File: config.mk
export PLATFORM = sky130hd
export DESIGN_NAME = ram_arbiter_flat
export DESIGN_NICKNAME = d
export VERILOG_FILES = /design/src/rtl/ram_arbiter_if.sv /design/src/rtl/ram_arbiter.sv /design/src/flat_wrapper.sv
export SDC_FILE = /design/constraint.sdc
export NUM_CORES = 1
export LEC_CHECK = 0
export ABC_AREA = 1
export CORE_AREA = 2 2 169 171
export CTS_BUF_LIST = sky130_fd_sc_hd__clkbuf_8
export CTS_CLUSTER_SIZE = 16
export DETAILED_ROUTE_END_ITERATION = 10
export DIE_AREA = 0 0 171 173
export SLEW_MARGIN = 20
export SYNTH_ARGS = -nofsm -noshare
export SYNTH_HDL_FRONTEND = slang
export SYNTH_SLANG_ARGS = --single-unit
File: constraint.sdc
create_clock -name CLK -period 5.3 [get_ports CLK]
set_input_delay 1.06 -clock CLK [delete_from_list [all_inputs] [get_ports CLK]]
set_output_delay 1.06 -clock CLK [all_outputs]
set_load 0.02 [all_outputs]
File: src/rtl/ram_arbiter_if.sv
// ram_arbiter_if: cache-port and RAM-port signal bundle for the RAM arbiter
interface ram_arbiter_if #(parameter int CPUS = 2, parameter int WORD_W = 32);
  localparam int GW = $clog2(2 * CPUS);
  logic [CPUS-1:0] iREN, dREN, dWEN, iwait, dwait;
  logic [CPUS*WORD_W-1:0] iaddr, daddr, dstore, iload, dload;
  logic ramREN, ramWEN;
  logic [WORD_W-1:0] ramaddr, ramstore, ramload;
  logic [1:0] ramstate;
  logic [GW-1:0] gnt_id;
  logic busy;
  modport slave (
    input iREN, dREN, dWEN, iaddr, daddr, dstore, ramload, ramstate,
    output iwait, dwait, iload, dload, ramREN, ramWEN, ramaddr, ramstore, gnt_id, busy
  );
  modport master (
    output iREN, dREN, dWEN, iaddr, daddr, dstore, ramload, ramstate,
    input iwait, dwait, iload, dload, ramREN, ramWEN, ramaddr, ramstore, gnt_id, busy
  );
endinterface

File: src/rtl/ram_arbiter.sv
// ram_arbiter: round-robin arbitration of per-core icache/dcache ports onto one RAM port
module ram_arbiter #(
  parameter int CPUS = 2,
  parameter int WORD_W = 32
) (
  input logic CLK,
  input logic nRST,
  ram_arbiter_if.slave bus
);
  localparam int N = 2 * CPUS;
  localparam int IW = $clog2(N);
  localparam logic [1:0] ACCESS = 2'd2, ERROR = 2'd3;
  typedef enum logic {IDLE, GRANT} state_t;
  state_t state;
  logic [IW-1:0] gnt, rr_ptr, nxt, idx;
  logic [IW:0] s;
  logic [N-1:0] req;
  logic found, greq, done;
  always_comb begin
    req = '0;
    for (int k = 0; k < CPUS; k++) begin
      req[2*k] = bus.dREN[k] | bus.dWEN[k];
      req[2*k+1] = bus.iREN[k];
    end
  end
  // descending scan so the slot closest to rr_ptr is the one kept
  always_comb begin
    nxt = '0;
    found = 1'b0;
    s = '0;
    idx = '0;
    for (int i = N - 1; i >= 0; i--) begin
      s = {1'b0, rr_ptr} + (IW+1)'(i);
      idx = (s >= (IW+1)'(N)) ? IW'(s - (IW+1)'(N)) : IW'(s);
      if (req[idx]) begin
        nxt = idx;
        found = 1'b1;
      end
    end
  end
  assign greq = req[gnt];
  assign done = (state == GRANT) && greq && (bus.ramstate == ACCESS);
  assign bus.busy = (state == GRANT);
  assign bus.gnt_id = gnt;
  always_comb begin
    bus.iwait = '1;
    bus.dwait = '1;
    bus.iload = '0;
    bus.dload = '0;
    bus.ramREN = 1'b0;
    bus.ramWEN = 1'b0;
    bus.ramaddr = '0;
    bus.ramstore = '0;
    for (int k = 0; k < CPUS; k++) begin
      if (state == GRANT && gnt == IW'(2*k)) begin
        bus.ramREN = bus.dREN[k] & ~bus.dWEN[k];
        bus.ramWEN = bus.dWEN[k];
        bus.ramaddr = bus.daddr[k*WORD_W +: WORD_W];
        bus.ramstore = bus.dstore[k*WORD_W +: WORD_W];
        bus.dload[k*WORD_W +: WORD_W] = bus.ramload;
        bus.dwait[k] = ~done;
      end
      if (state == GRANT && gnt == IW'(2*k+1)) begin
        bus.ramREN = bus.iREN[k];
        bus.ramaddr = bus.iaddr[k*WORD_W +: WORD_W];
        bus.iload[k*WORD_W +: WORD_W] = bus.ramload;
        bus.iwait[k] = ~done;
      end
    end
  end
  always_ff @(posedge CLK) begin
    if (!nRST) begin
      state <= IDLE;
      gnt <= '0;
      rr_ptr <= '0;
    end else if (state == IDLE) begin
      if (found) begin
        gnt <= nxt;
        state <= GRANT;
      end
    end else if (!greq) begin
      state <= IDLE;
    end else if (bus.ramstate == ACCESS || bus.ramstate == ERROR) begin
      state <= IDLE;
      rr_ptr <= (gnt == IW'(N - 1)) ? '0 : gnt + 1'b1;
    end
  end
endmodule
File: src/flat_wrapper.sv
// flat-port wrapper written by rule: the top's interface ports become plain ports
module ram_arbiter_flat 
#(
  parameter int CPUS = 2,
  parameter int WORD_W = 32
)
  (CLK, nRST, bus_iREN, bus_dREN, bus_dWEN, bus_iaddr, bus_daddr, bus_dstore, bus_ramload, bus_ramstate, bus_iwait, bus_dwait, bus_iload, bus_dload, bus_ramREN, bus_ramWEN, bus_ramaddr, bus_ramstore, bus_gnt_id, bus_busy);
  ram_arbiter_if #(.CPUS(CPUS), .WORD_W(WORD_W)) bus_i ();
  input logic CLK;
  input logic nRST;
  input wire logic [$bits(bus_i.iREN)-1:0] bus_iREN;
  input wire logic [$bits(bus_i.dREN)-1:0] bus_dREN;
  input wire logic [$bits(bus_i.dWEN)-1:0] bus_dWEN;
  input wire logic [$bits(bus_i.iaddr)-1:0] bus_iaddr;
  input wire logic [$bits(bus_i.daddr)-1:0] bus_daddr;
  input wire logic [$bits(bus_i.dstore)-1:0] bus_dstore;
  input wire logic [$bits(bus_i.ramload)-1:0] bus_ramload;
  input wire logic [$bits(bus_i.ramstate)-1:0] bus_ramstate;
  output wire logic [$bits(bus_i.iwait)-1:0] bus_iwait;
  output wire logic [$bits(bus_i.dwait)-1:0] bus_dwait;
  output wire logic [$bits(bus_i.iload)-1:0] bus_iload;
  output wire logic [$bits(bus_i.dload)-1:0] bus_dload;
  output wire logic [$bits(bus_i.ramREN)-1:0] bus_ramREN;
  output wire logic [$bits(bus_i.ramWEN)-1:0] bus_ramWEN;
  output wire logic [$bits(bus_i.ramaddr)-1:0] bus_ramaddr;
  output wire logic [$bits(bus_i.ramstore)-1:0] bus_ramstore;
  output wire logic [$bits(bus_i.gnt_id)-1:0] bus_gnt_id;
  output wire logic [$bits(bus_i.busy)-1:0] bus_busy;
  assign bus_i.iREN = bus_iREN;
  assign bus_i.dREN = bus_dREN;
  assign bus_i.dWEN = bus_dWEN;
  assign bus_i.iaddr = bus_iaddr;
  assign bus_i.daddr = bus_daddr;
  assign bus_i.dstore = bus_dstore;
  assign bus_i.ramload = bus_ramload;
  assign bus_i.ramstate = bus_ramstate;
  assign bus_iwait = bus_i.iwait;
  assign bus_dwait = bus_i.dwait;
  assign bus_iload = bus_i.iload;
  assign bus_dload = bus_i.dload;
  assign bus_ramREN = bus_i.ramREN;
  assign bus_ramWEN = bus_i.ramWEN;
  assign bus_ramaddr = bus_i.ramaddr;
  assign bus_ramstore = bus_i.ramstore;
  assign bus_gnt_id = bus_i.gnt_id;
  assign bus_busy = bus_i.busy;
  ram_arbiter #(.CPUS(CPUS), .WORD_W(WORD_W)) u_core (.CLK(CLK), .nRST(nRST), .bus(bus_i));
endmodule
Word-level counts from Yosys, hierarchy flattened
Cells that the tools add are included.
- add/sub/neg operators: 8
- order comparisons: 9
- bitwise logic cells: 8
- equal/unequal tests: 5
- reduce and logical (&&, ||, !) cells: 10
- multiplexer cells: 47
- operators with widths (kind ; number):
    two-way mux 32 bit ; 10
    two-way mux 1 bit ; 23
    two-way mux 2 bit ; 9
    less-than comparator 2 x 3 -> 1 bit, second input constant ; 5
    binary-select mux 1 bit (select 2 bit) ; 5
    greater-or-equal comparator 3 bit, second input constant ; 3
    == test 2 bit, second input constant ; 4
    subtractor 2 x 1 -> 2 bit, second input constant ; 4
    adder 2 x 2 -> 3 bit, second input constant ; 2
    logical AND 1 bit ; 6
    NOT 1 bit ; 4
    adder 2 x 1 -> 3 bit, second input constant ; 1
    greater-or-equal comparator 2 x 3 -> 1 bit, second input constant ; 1
    AND reduction 3 bit ; 1
    adder 2 x 1 -> 2 bit, second input constant ; 1
    AND 1 bit ; 2
    == test 2 x 1 -> 1 bit, second input constant ; 1
    logical NOT 2 bit ; 1
    OR 1 bit ; 2
    AND reduction 2 bit ; 1
    logical OR 1 bit ; 1
- input bits: 234
- output and inout port bits: 201
- word-level logic and storage cells: 90
- register bits after elaboration: 5

Logic depth before layout (Yosys ltp)
- word-level depth: 11
- gate-level depth with buffers: 11
- gate-level depth less buffers: 11

Worst setup path after synthesis
Ideal clock, no wire load.
- kind: register to output
- start point: register u_core.gnt[0] (netlist: u_core.bus.gnt_id[0])
- end point: output bus_ramaddr[10]
- cell stages (with the launch flop): 8
- arrival time: 1.940 ns
- slack: 2.300 ns
- required time: 4.240 ns
- buffers on the path: 2
- cells stage by stage: dfxtp_1 inv_1 ha_1 nand2_2 buf_4 buf_2 nor2_1 o31ai_1
- word-level cells in the longest chain between the ends: 6
- elaborated cells on any way between the ends: 12
- those cells by class: eq/ne: 3; mux: 4; reduce/logical: 5
- RTL lines (item ; RTL line ; source):
    start: declaration ; ram_arbiter.sv:15 ; logic [IW-1:0] gnt, rr_ptr, nxt, idx;
    start signal: assignment ; ram_arbiter.sv:78 ; gnt <= nxt;
    logical NOT 2 bit ; ram_arbiter.sv:55 ; if (state == GRANT && gnt == IW'(2*k)) begin
    logical AND 1 bit ; ram_arbiter.sv:55 ;
    two-way mux 32 bit ; ram_arbiter.sv:55 ;
    two-way mux 32 bit ; ram_arbiter.sv:63 ; if (state == GRANT && gnt == IW'(2*k+1)) begin
    two-way mux 32 bit ; ram_arbiter.sv:55 ;
    two-way mux 32 bit (*) ; ram_arbiter.sv:63 ;
    end: declaration ; flat_wrapper.sv:25 ; output wire logic [$bits(bus_i.ramaddr)-1:0] bus_ramaddr;
Every way passes the cells marked *; elsewhere a longest branch is shown, timed or not.

Worst setup path in the final report
- start point: register u_core.gnt[0] (netlist: u_core.bus.gnt_id[0])
- end point: output bus_ramaddr[29]
Same word-level chain as after synthesis.

==> impl_results.html <==
<table>
<tr><th>Metric</th><th>Value</th></tr>
<tr><th colspan="2">Synth</th></tr>
<tr><td>Number of synthesized flops with an enable pin</td><td>0</td></tr>
<tr><td>Number of different library cells in the post-synthesis netlist</td><td>30</td></tr>
<tr><td>Instance count of the mapped netlist</td><td>545</td></tr>
<tr><td>Sequential share of the synthesized area</td><td>0.0340</td></tr>
<tr><td>Nets in the synthesized netlist</td><td>roughly 800</td></tr>
<tr><td>Mapped Area</td><td>just under 3000 µm²</td></tr>
<tr><td>Synth warnings</td><td>0</td></tr>
<tr><td>Fraction of registers with async set or reset after synthesis</td><td>0</td></tr>
<tr><td>Most frequently used flop master after synthesis</td><td>dfxtp_1</td></tr>
<tr><td>Average instance area after synthesis</td><td>roughly 5.4 µm²</td></tr>
<tr><td>Number of storage elements in the synthesis netlist</td><td>5</td></tr>
<tr><th colspan="2">Global route</th></tr>
<tr><td>Maximum number of pins on one net before global-route repair</td><td>a little under 70</td></tr>
<tr><td>Vias in the first global route</td><td>slightly below 5,000</td></tr>
<tr><td>Overflow left after global routing</td><td>0</td></tr>
<tr><td>Antenna violations before repair</td><td>1</td></tr>
<tr><td>Overall routing resource usage</td><td>0.125</td></tr>
<tr><td>First-pass GRT wire length</td><td>~29,000 µm</td></tr>
<tr><th colspan="2">Placement</th></tr>
<tr><td>Number of port buffers</td><td>between 400 and 500</td></tr>
<tr><td>Gp weighted congestion</td><td>between 0.8 and 0.9</td></tr>
<tr><td>HPWL after detailed placement</td><td>16,100 µm</td></tr>
<tr><th colspan="2">Detailed routing</th></tr>
<tr><td>Detail-routed net length per standard cell</td><td>~16 µm</td></tr>
<tr><td>Vias</td><td>about 5,200</td></tr>
<tr><td>TritonRoute pass-1 iters</td><td>5</td></tr>
<tr><td>Routed via count divided by cell count</td><td>between 3 and 4</td></tr>
<tr><td>Final wirelength</td><td>about 21,000 µm</td></tr>
<tr><td>Number of antenna-violating nets in the routed design</td><td>0</td></tr>
<tr><td>Number of DRC violations after detailed-routing iteration 0</td><td>239</td></tr>
<tr><td>DRC violations left</td><td>0</td></tr>
<tr><th colspan="2">Floorplanning</th></tr>
<tr><td>Standard-cell rows</td><td>61</td></tr>
<tr><td>Initial Utilization</td><td>0.106</td></tr>
<tr><td>Placeable core area</td><td>27,600 µm²</td></tr>
<tr><td>Horizontal extent of the die</td><td>171 µm</td></tr>
<tr><td>Full die area</td><td>slightly below 30,000 µm²</td></tr>
<tr><td>I/O pin cnt</td><td>between 400 and 500</td></tr>
<tr><td>Height of the chip</td><td>173 µm</td></tr>
<tr><th colspan="2">Flow run</th></tr>
<tr><td>Number of max-capacitance violations reported</td><td>0</td></tr>
<tr><th colspan="2">Timing</th></tr>
<tr><td>Transition at the pin with the smallest max-transition slack</td><td>around 1100 ps</td></tr>
<tr><td>Summed negative setup slack over all endpoints</td><td>0 ps</td></tr>
<tr><td>Worst clock skew</td><td>1.64 ps</td></tr>
<tr><td>Setup repair after global routing missed its margin</td><td>false</td></tr>
<tr><td>Final setup viols</td><td>0</td></tr>
<tr><td>Final Critical Period</td><td>4350 ps</td></tr>
<tr><td>Post-route clock period utilization</td><td>0.822</td></tr>
<tr><td>Max-slew violation total from the final report</td><td>0</td></tr>
<tr><td>Maximum clock frequency</td><td>0.230 GHz</td></tr>
<tr><td>Number of hold violations in the final report</td><td>0</td></tr>
<tr><td>Worst relative slew slack</td><td>0.296</td></tr>
<tr><th colspan="2">Power</th></tr>
<tr><td>Share of total power in sequential cells</td><td>0.052</td></tr>
<tr><td>Power per Cell Area</td><td>~130 nW/µm²</td></tr>
<tr><td>Relative contribution of the clock network to total power</td><td>0.069</td></tr>
<tr><td>Post-layout total power</td><td>999 µW</td></tr>
<tr><td>Leakage power</td><td>2.97 nW</td></tr>
<tr><td>Cell internal power dissipation</td><td>approximately 530 µW</td></tr>
<tr><td>Comb power frac</td><td>0.879</td></tr>
<tr><td>Fraction of power spent switching nets</td><td>0.471</td></tr>
<tr><td>Worst supply voltage drop on vdd</td><td>0.000110 V</td></tr>
<tr><td>Net switching power</td><td>between 400 and 500 µW</td></tr>
<tr><th colspan="2">Clock tree</th></tr>
<tr><td>Number of H-tree branching levels</td><td>1</td></tr>
<tr><td>Clock Pin Slew Worst Setup and Hold Paths</td><td>about 40 ps</td></tr>
<tr><td>Number of buffers added by the clock tree synthesis step</td><td>3</td></tr>
<tr><td>Setup Buffers After CTS</td><td>0</td></tr>
<tr><td>Clock tree root buffer cell</td><td>clkbuf_8</td></tr>
<tr><td>CTS tree</td><td>yes</td></tr>
<tr><td>CTS max path bufs</td><td>2</td></tr>
<tr><td>Insertion delay to the later sink of the worst-skew pair</td><td>between 200 and 250 ps</td></tr>
<tr><td>Number of gates resized after cts</td><td>0</td></tr>
<tr><td>Hold Buf Count CTS</td><td>0</td></tr>
<tr><td>CTS sink count</td><td>5</td></tr>
<tr><th colspan="2">Setup path</th></tr>
<tr><td>Endpoint of the worst-slack reg-to-reg timing path</td><td>u_core.bus.gnt_id[0]$_SDFFE_PN0P_</td></tr>
<tr><td>FF-to-FF Start</td><td>u_core.rr_ptr[0]$_SDFFE_PN0P_</td></tr>
<tr><td>CP endpoint</td><td>bus_ramaddr[29]</td></tr>
<tr><td>Kind of cell adding the most delay to the critical path</td><td>buffers and inverters</td></tr>
<tr><td>Critical Path Start</td><td>u_core.bus.gnt_id[0]$_SDFFE_PN0P_</td></tr>
<tr><td>Required time of the worst setup path</td><td>~4200 ps</td></tr>
<tr><td>Type of destination of the critical path</td><td>output port</td></tr>
<tr><td>Worst path slowest cell</td><td>clkdlybuf4s50_1</td></tr>
<tr><td>Bufs and invs on worst path</td><td>3</td></tr>
<tr><td>Type of origin of the critical path</td><td>flop</td></tr>
<tr><td>Critical path's largest stage delay</td><td>~660 ps</td></tr>
<tr><td>Depth of the most critical reg-to-reg path</td><td>10</td></tr>
<tr><td>Largest fanout of any net on the critical path</td><td>67</td></tr>
<tr><td>R2R setup slack</td><td>roughly 3600 ps</td></tr>
<tr><td>Category of the most critical setup path</td><td>flop to output port</td></tr>
<tr><td>Worst endpoint data arrival time</td><td>roughly 3300 ps</td></tr>
<tr><td>Cell chain of the critical path</td><td>inv_1 -&gt; ha_1 -&gt; nand2_4 -&gt; nor2_4 -&gt; buf_4 -&gt; a221oi_1 -&gt; o31ai_1 -&gt; clkdlybuf4s50_1</td></tr>
<tr><td>Path length in cells of the critical path</td><td>8</td></tr>
<tr><th colspan="2">Min path</th></tr>
<tr><td>Hold Crit Class</td><td>flop to flop</td></tr>
<tr><td>Hold Startpoint</td><td>u_core.bus.gnt_id[0]$_SDFFE_PN0P_</td></tr>
<tr><th colspan="2">Status</th></tr>
<tr><td>Outcome</td><td>finished, final reports clean</td></tr>
<tr><th colspan="2">Layout</th></tr>
<tr><td>Total area of multi-input combinational cells</td><td>roughly 2400 µm²</td></tr>
<tr><td>Fill cell count</td><td>3,046</td></tr>
<tr><td>Fraction of final layout cells sized beyond drive strength 1</td><td>0.0784</td></tr>
<tr><td>Layout-stage area growth over the synthesis result</td><td>159%</td></tr>
<tr><td>Most common cell after layout, fill and taps aside</td><td>clkdlybuf4s50_1</td></tr>
<tr><td>Combined flip-flop and latch cell area</td><td>100 µm²</td></tr>
<tr><td>Most frequent cells in the layout</td><td>clkdlybuf4s50_1, nor2_1, nand2_1</td></tr>
<tr><td>Final #Nets</td><td>1,183</td></tr>
</table>
metrics by stage:
stage,cells,worst slack [ps],cell area [µm²],utilization,hold WS [ps]
after global routing,1322,721,7620,0.276,649
after CTS,1322,898,7620,0.276,603
final,1323,946,7620,0.276,618
after global placement,1318,1060,7580,0.274,579
after detailed placement,1318,1040,7580,0.274,601
after floorplan,545,2300,2940,-,569
final cells by class:
type,instances,area share
timing repair buffer,440,0.579
multi-input combinational,444,0.315
tap,378,0.0620
inverter,51,0.0251
sequential,5,0.0131
clock buffer,3,0.00542
clock inverter,1,0.000492
antenna,1,0.000328
registers in the layout, summed over array words and instances, names as in the netlist:
name               count
u_core.rr_ptr          2
u_core.bus.busy        1
u_core.bus.gnt_id      2
power groups by stage:
stage / Clock [mW] / Sequential [mW] / Combinational [mW]
6_report: 0.0688 / 0.0521 / 0.879
3_3_place_gp: 0 / 0.0521 / 0.881
2_1_floorplan: 0 / 0.0500 / 0.415
5_1_grt: 0.0726 / 0.0532 / 0.938
3_5_place_dp: 0 / 0.0524 / 0.883
4_1_cts: 0.0690 / 0.0519 / 0.887
tightest hold or removal path, stage by stage (launching register included):
cell and delay (ps):
dfxtp_1 400, nand2_1 120, a21oi_2 50
worst min path at each step:
stage,end,slack (ps),cells after the start
2_1_floorplan,u_core.rr_ptr[1]$_SDFFE_PN0P_,570,2
3_3_place_gp,u_core.bus.gnt_id[0]$_SDFFE_PN0P_,580,2
3_5_place_dp,u_core.bus.gnt_id[0]$_SDFFE_PN0P_,600,2
4_1_cts,u_core.bus.gnt_id[0]$_SDFFE_PN0P_,600,2
5_1_grt,u_core.rr_ptr[1]$_SDFFE_PN0P_,650,2
6_report,u_core.bus.gnt_id[0]$_SDFFE_PN0P_,620,2
kinds of logic (layout without fill, tap and decap cells):
| kind of cell | Yosys count | in the layout | synth area share |
|---|---|---|---|
| compound gates | 110 | 110 | 0.340 |
| fa+ha+maj | 4 | 4 | 0.0170 |
| simple gates | 330 | 330 | 0.459 |
| flops | 5 | 5 | 0.0340 |
| buf+inv | 96 | 495 | 0.150 |
| other cells | 0 | 1 | 0 |
synthesized netlist by cell type (2+ instances only):
cell / number / area, µm²
nand2_2: 7 / 43.8
inv_1: 47 / 176
nor2_4: 3 / 33.8
buf_1: 4 / 15.0
o31ai_2: 10 / 125
a21oi_1: 4 / 20.0
inv_2: 4 / 15.0
buf_6: 7 / 78.8
ha_1: 4 / 50.1
clkbuf_1: 19 / 71.3
a221oi_1: 3 / 26.3
nand2_1: 132 / 495
o21ai_0: 36 / 180
nand3_1: 10 / 50.1
nor2_2: 2 / 12.5
buf_2: 11 / 55.1
nand3_2: 2 / 20.0
buf_4: 4 / 30.0
nor2_1: 169 / 634
a221oi_2: 29 / 435
dfxtp_1: 5 / 100
nand2_4: 3 / 33.8
o31ai_1: 23 / 173
metal layers:
metal / track usage / part of all wire / vias to the layer above / wire length [µm]
met3: 0.0167 / 0.067 / 12 / 1390
met1: 0.158 / 0.42 / 2368 / 8800
met4: 0.0120 / 0.0060 / 0 / 125
met2: 0.232 / 0.50 / 210 / 10400
li1: - / - / 2570 / -
met5: 0 / 0 / - / 0
Note: power is estimated with default switching activity, not from simulation.
==> RTL edit: new RTL, same settings <==
`CPUS` is set to 2 in 3 places; all go to 1.
--- a/src/rtl/ram_arbiter_if.sv
+++ b/src/rtl/ram_arbiter_if.sv
@@ -1,3 +1,3 @@
 // ram_arbiter_if: cache-port and RAM-port signal bundle for the RAM arbiter
-interface ram_arbiter_if #(parameter int CPUS = 2, parameter int WORD_W = 32);
+interface ram_arbiter_if #(parameter int CPUS = 1, parameter int WORD_W = 32);
   localparam int GW = $clog2(2 * CPUS);
--- a/src/rtl/ram_arbiter.sv
+++ b/src/rtl/ram_arbiter.sv
@@ -2,3 +2,3 @@
 module ram_arbiter #(
-  parameter int CPUS = 2,
+  parameter int CPUS = 1,
   parameter int WORD_W = 32
--- a/src/flat_wrapper.sv
+++ b/src/flat_wrapper.sv
@@ -3,3 +3,3 @@
 #(
-  parameter int CPUS = 2,
+  parameter int CPUS = 1,
   parameter int WORD_W = 32
Ports: changed (11 resized); port bits go from 435 to 269. The function was not compared with the original's and may differ.
==> RTL edit against the original RTL <==
  * Power is 54% lower
  * Routed wire length is 59% lower
  * Setup slack better by 0.59 ns
  * Fmax grew 16%
  * Count of clock-buffer cells in the layout is the same
  * Sequential power shrank 49%
  * Synthesized area fell by 60%
  * Sequential cell count down 2
  * Core utilization is 12 points lower
  * Design area down 43%
  * Via count down 53%
  * Non-clock buffer count fell by 169
  * Largest power group unchanged
==> RTL edit: results (changes against the original RTL) <==
GRT overflow -> 0 (unchanged)
Post-Synth Adder-Cell Area -> 0% (-1.7 points)
Gp weighted congestion -> 0.723 (-17%)
Total wire length -> 8510 um (-59%)
Iteration-0 DRC Markers -> 58 (-76%)
N_diodes -> 0 (-1)
IO Port Bufs -> 268 (-38%)
Worst Path Arrival -> 2.71 ns (-0.58 ns)
Drt via density -> 2.74 (-30%)
Leak -> 1.82 nW (-39%)
DRT Pass-1 Iters -> 4 (-1)
Post-synthesis compound-gate area fraction -> 26.0% (-8.0 points)
Vias in the first global route -> 2301 (-52%)
Postcts setup bufs -> 0 (unchanged)
Synth Net Count -> 379 (-52%)
Initial antenna violation count -> 0 (-1)
Ys flop type -> dfxtp_1
Rel. slew slack -> 56.7% (+27 points)
Top cells by area, synth -> nor2_1, a22o_1, inv_1
HP Class -> flop to flop
First-pass GRT wire length -> 12300 um (-58%)
Synth cell count leaders -> nor2_1, inv_1, a22o_1
Total track usage -> 5.17% (-7.4 points)
Outcome -> finished, final reports clean
Share of cells above drive strength 1 -> 2.19% (-5.7 points)
Clk_skew -> 0.000199 ns (-0.00144 ns)
CP peak stage delay -> 0.56 ns (-0.10 ns)
Worst reg2reg setup slack -> 3.70 ns (+0.06 ns)
Largest net degree at the start of global routing -> 37 (-46%)
Fill cells -> 3174 (+4.2%)
Count of unique library cells instantiated by Yosys -> 15 (-50%)
Final nets -> 639 (-46%)
Sequential area share after synthesis -> 5.07% (+1.7 points)
Peak supply drop -> 0.0658 mV (-40%)
DP Wirelength -> 7020 um (-56%)
Worst Path Max Fanout -> 3 (-96%)
==> RTL edit: cell types whose count changed after synthesis, sizes merged, moves of 22 or more <==
cell / delta
nor2: -73
o31ai: -32
o21ai: -37
inv: +22
a221oi: -32
a22o: +32
nand2: -129
==> RTL edit: area by class of cell <==
cell class	instances	share of cell area, %
Sequential cell	3	1.39
Clock inverter	1	0.0871
Multi-Input combinational cell	152	17.5
Inverter	73	6.36
Clock buffer	3	0.958
Tap cell	378	11.0
Timing Repair Buffer	271	62.8
==> RTL edit: through the flow <==
stage                     setup slack [ns]  cells  area (um2)  hold WS, ns
after CTS                             1.47    881        4310        0.442
after detailed placement              1.49    877        4260        0.437
final                                 1.53    881        4310        0.443
after global placement                1.47    877        4260        0.437
after floorplan                       2.58    244        1180        0.422
after global routing                  1.32    881        4310        0.463
==> RTL edit: layer usage <==
metal | track usage, % | up-vias | part of all wire, %
met4 | 1.20 | 0 | 1.5
met2 | 9.83 | 137 | 50
met3 | 1.01 | 14 | 9.4
met5 | 0 | - | 0
met1 | 5.83 | 1029 | 39
li1 | - | 1236 | -
==> RTL edit: worst paths after layout <==
check                                      start  depth (start not counted)                    endpoint
hold reg to reg       u_core.rr_ptr$_SDFFE_PN0P_                          2  u_core.rr_ptr$_SDFFE_PN0P_
hold / removal        u_core.rr_ptr$_SDFFE_PN0P_                          2  u_core.rr_ptr$_SDFFE_PN0P_
setup reg to reg  u_core.bus.gnt_id$_SDFFE_PN0P_                          6  u_core.rr_ptr$_SDFFE_PN0P_
setup / recovery                        bus_dWEN                          9                   bus_iwait
==> RTL edit: power by group <==
group	leakage [nW]	internal [mW]	switching, mW
combinational	1.77	0.205	0.168
clock	0.0269	0.0493	0.0155
sequential	0.0247	0.0244	0.00203
total	1.82	0.279	0.185
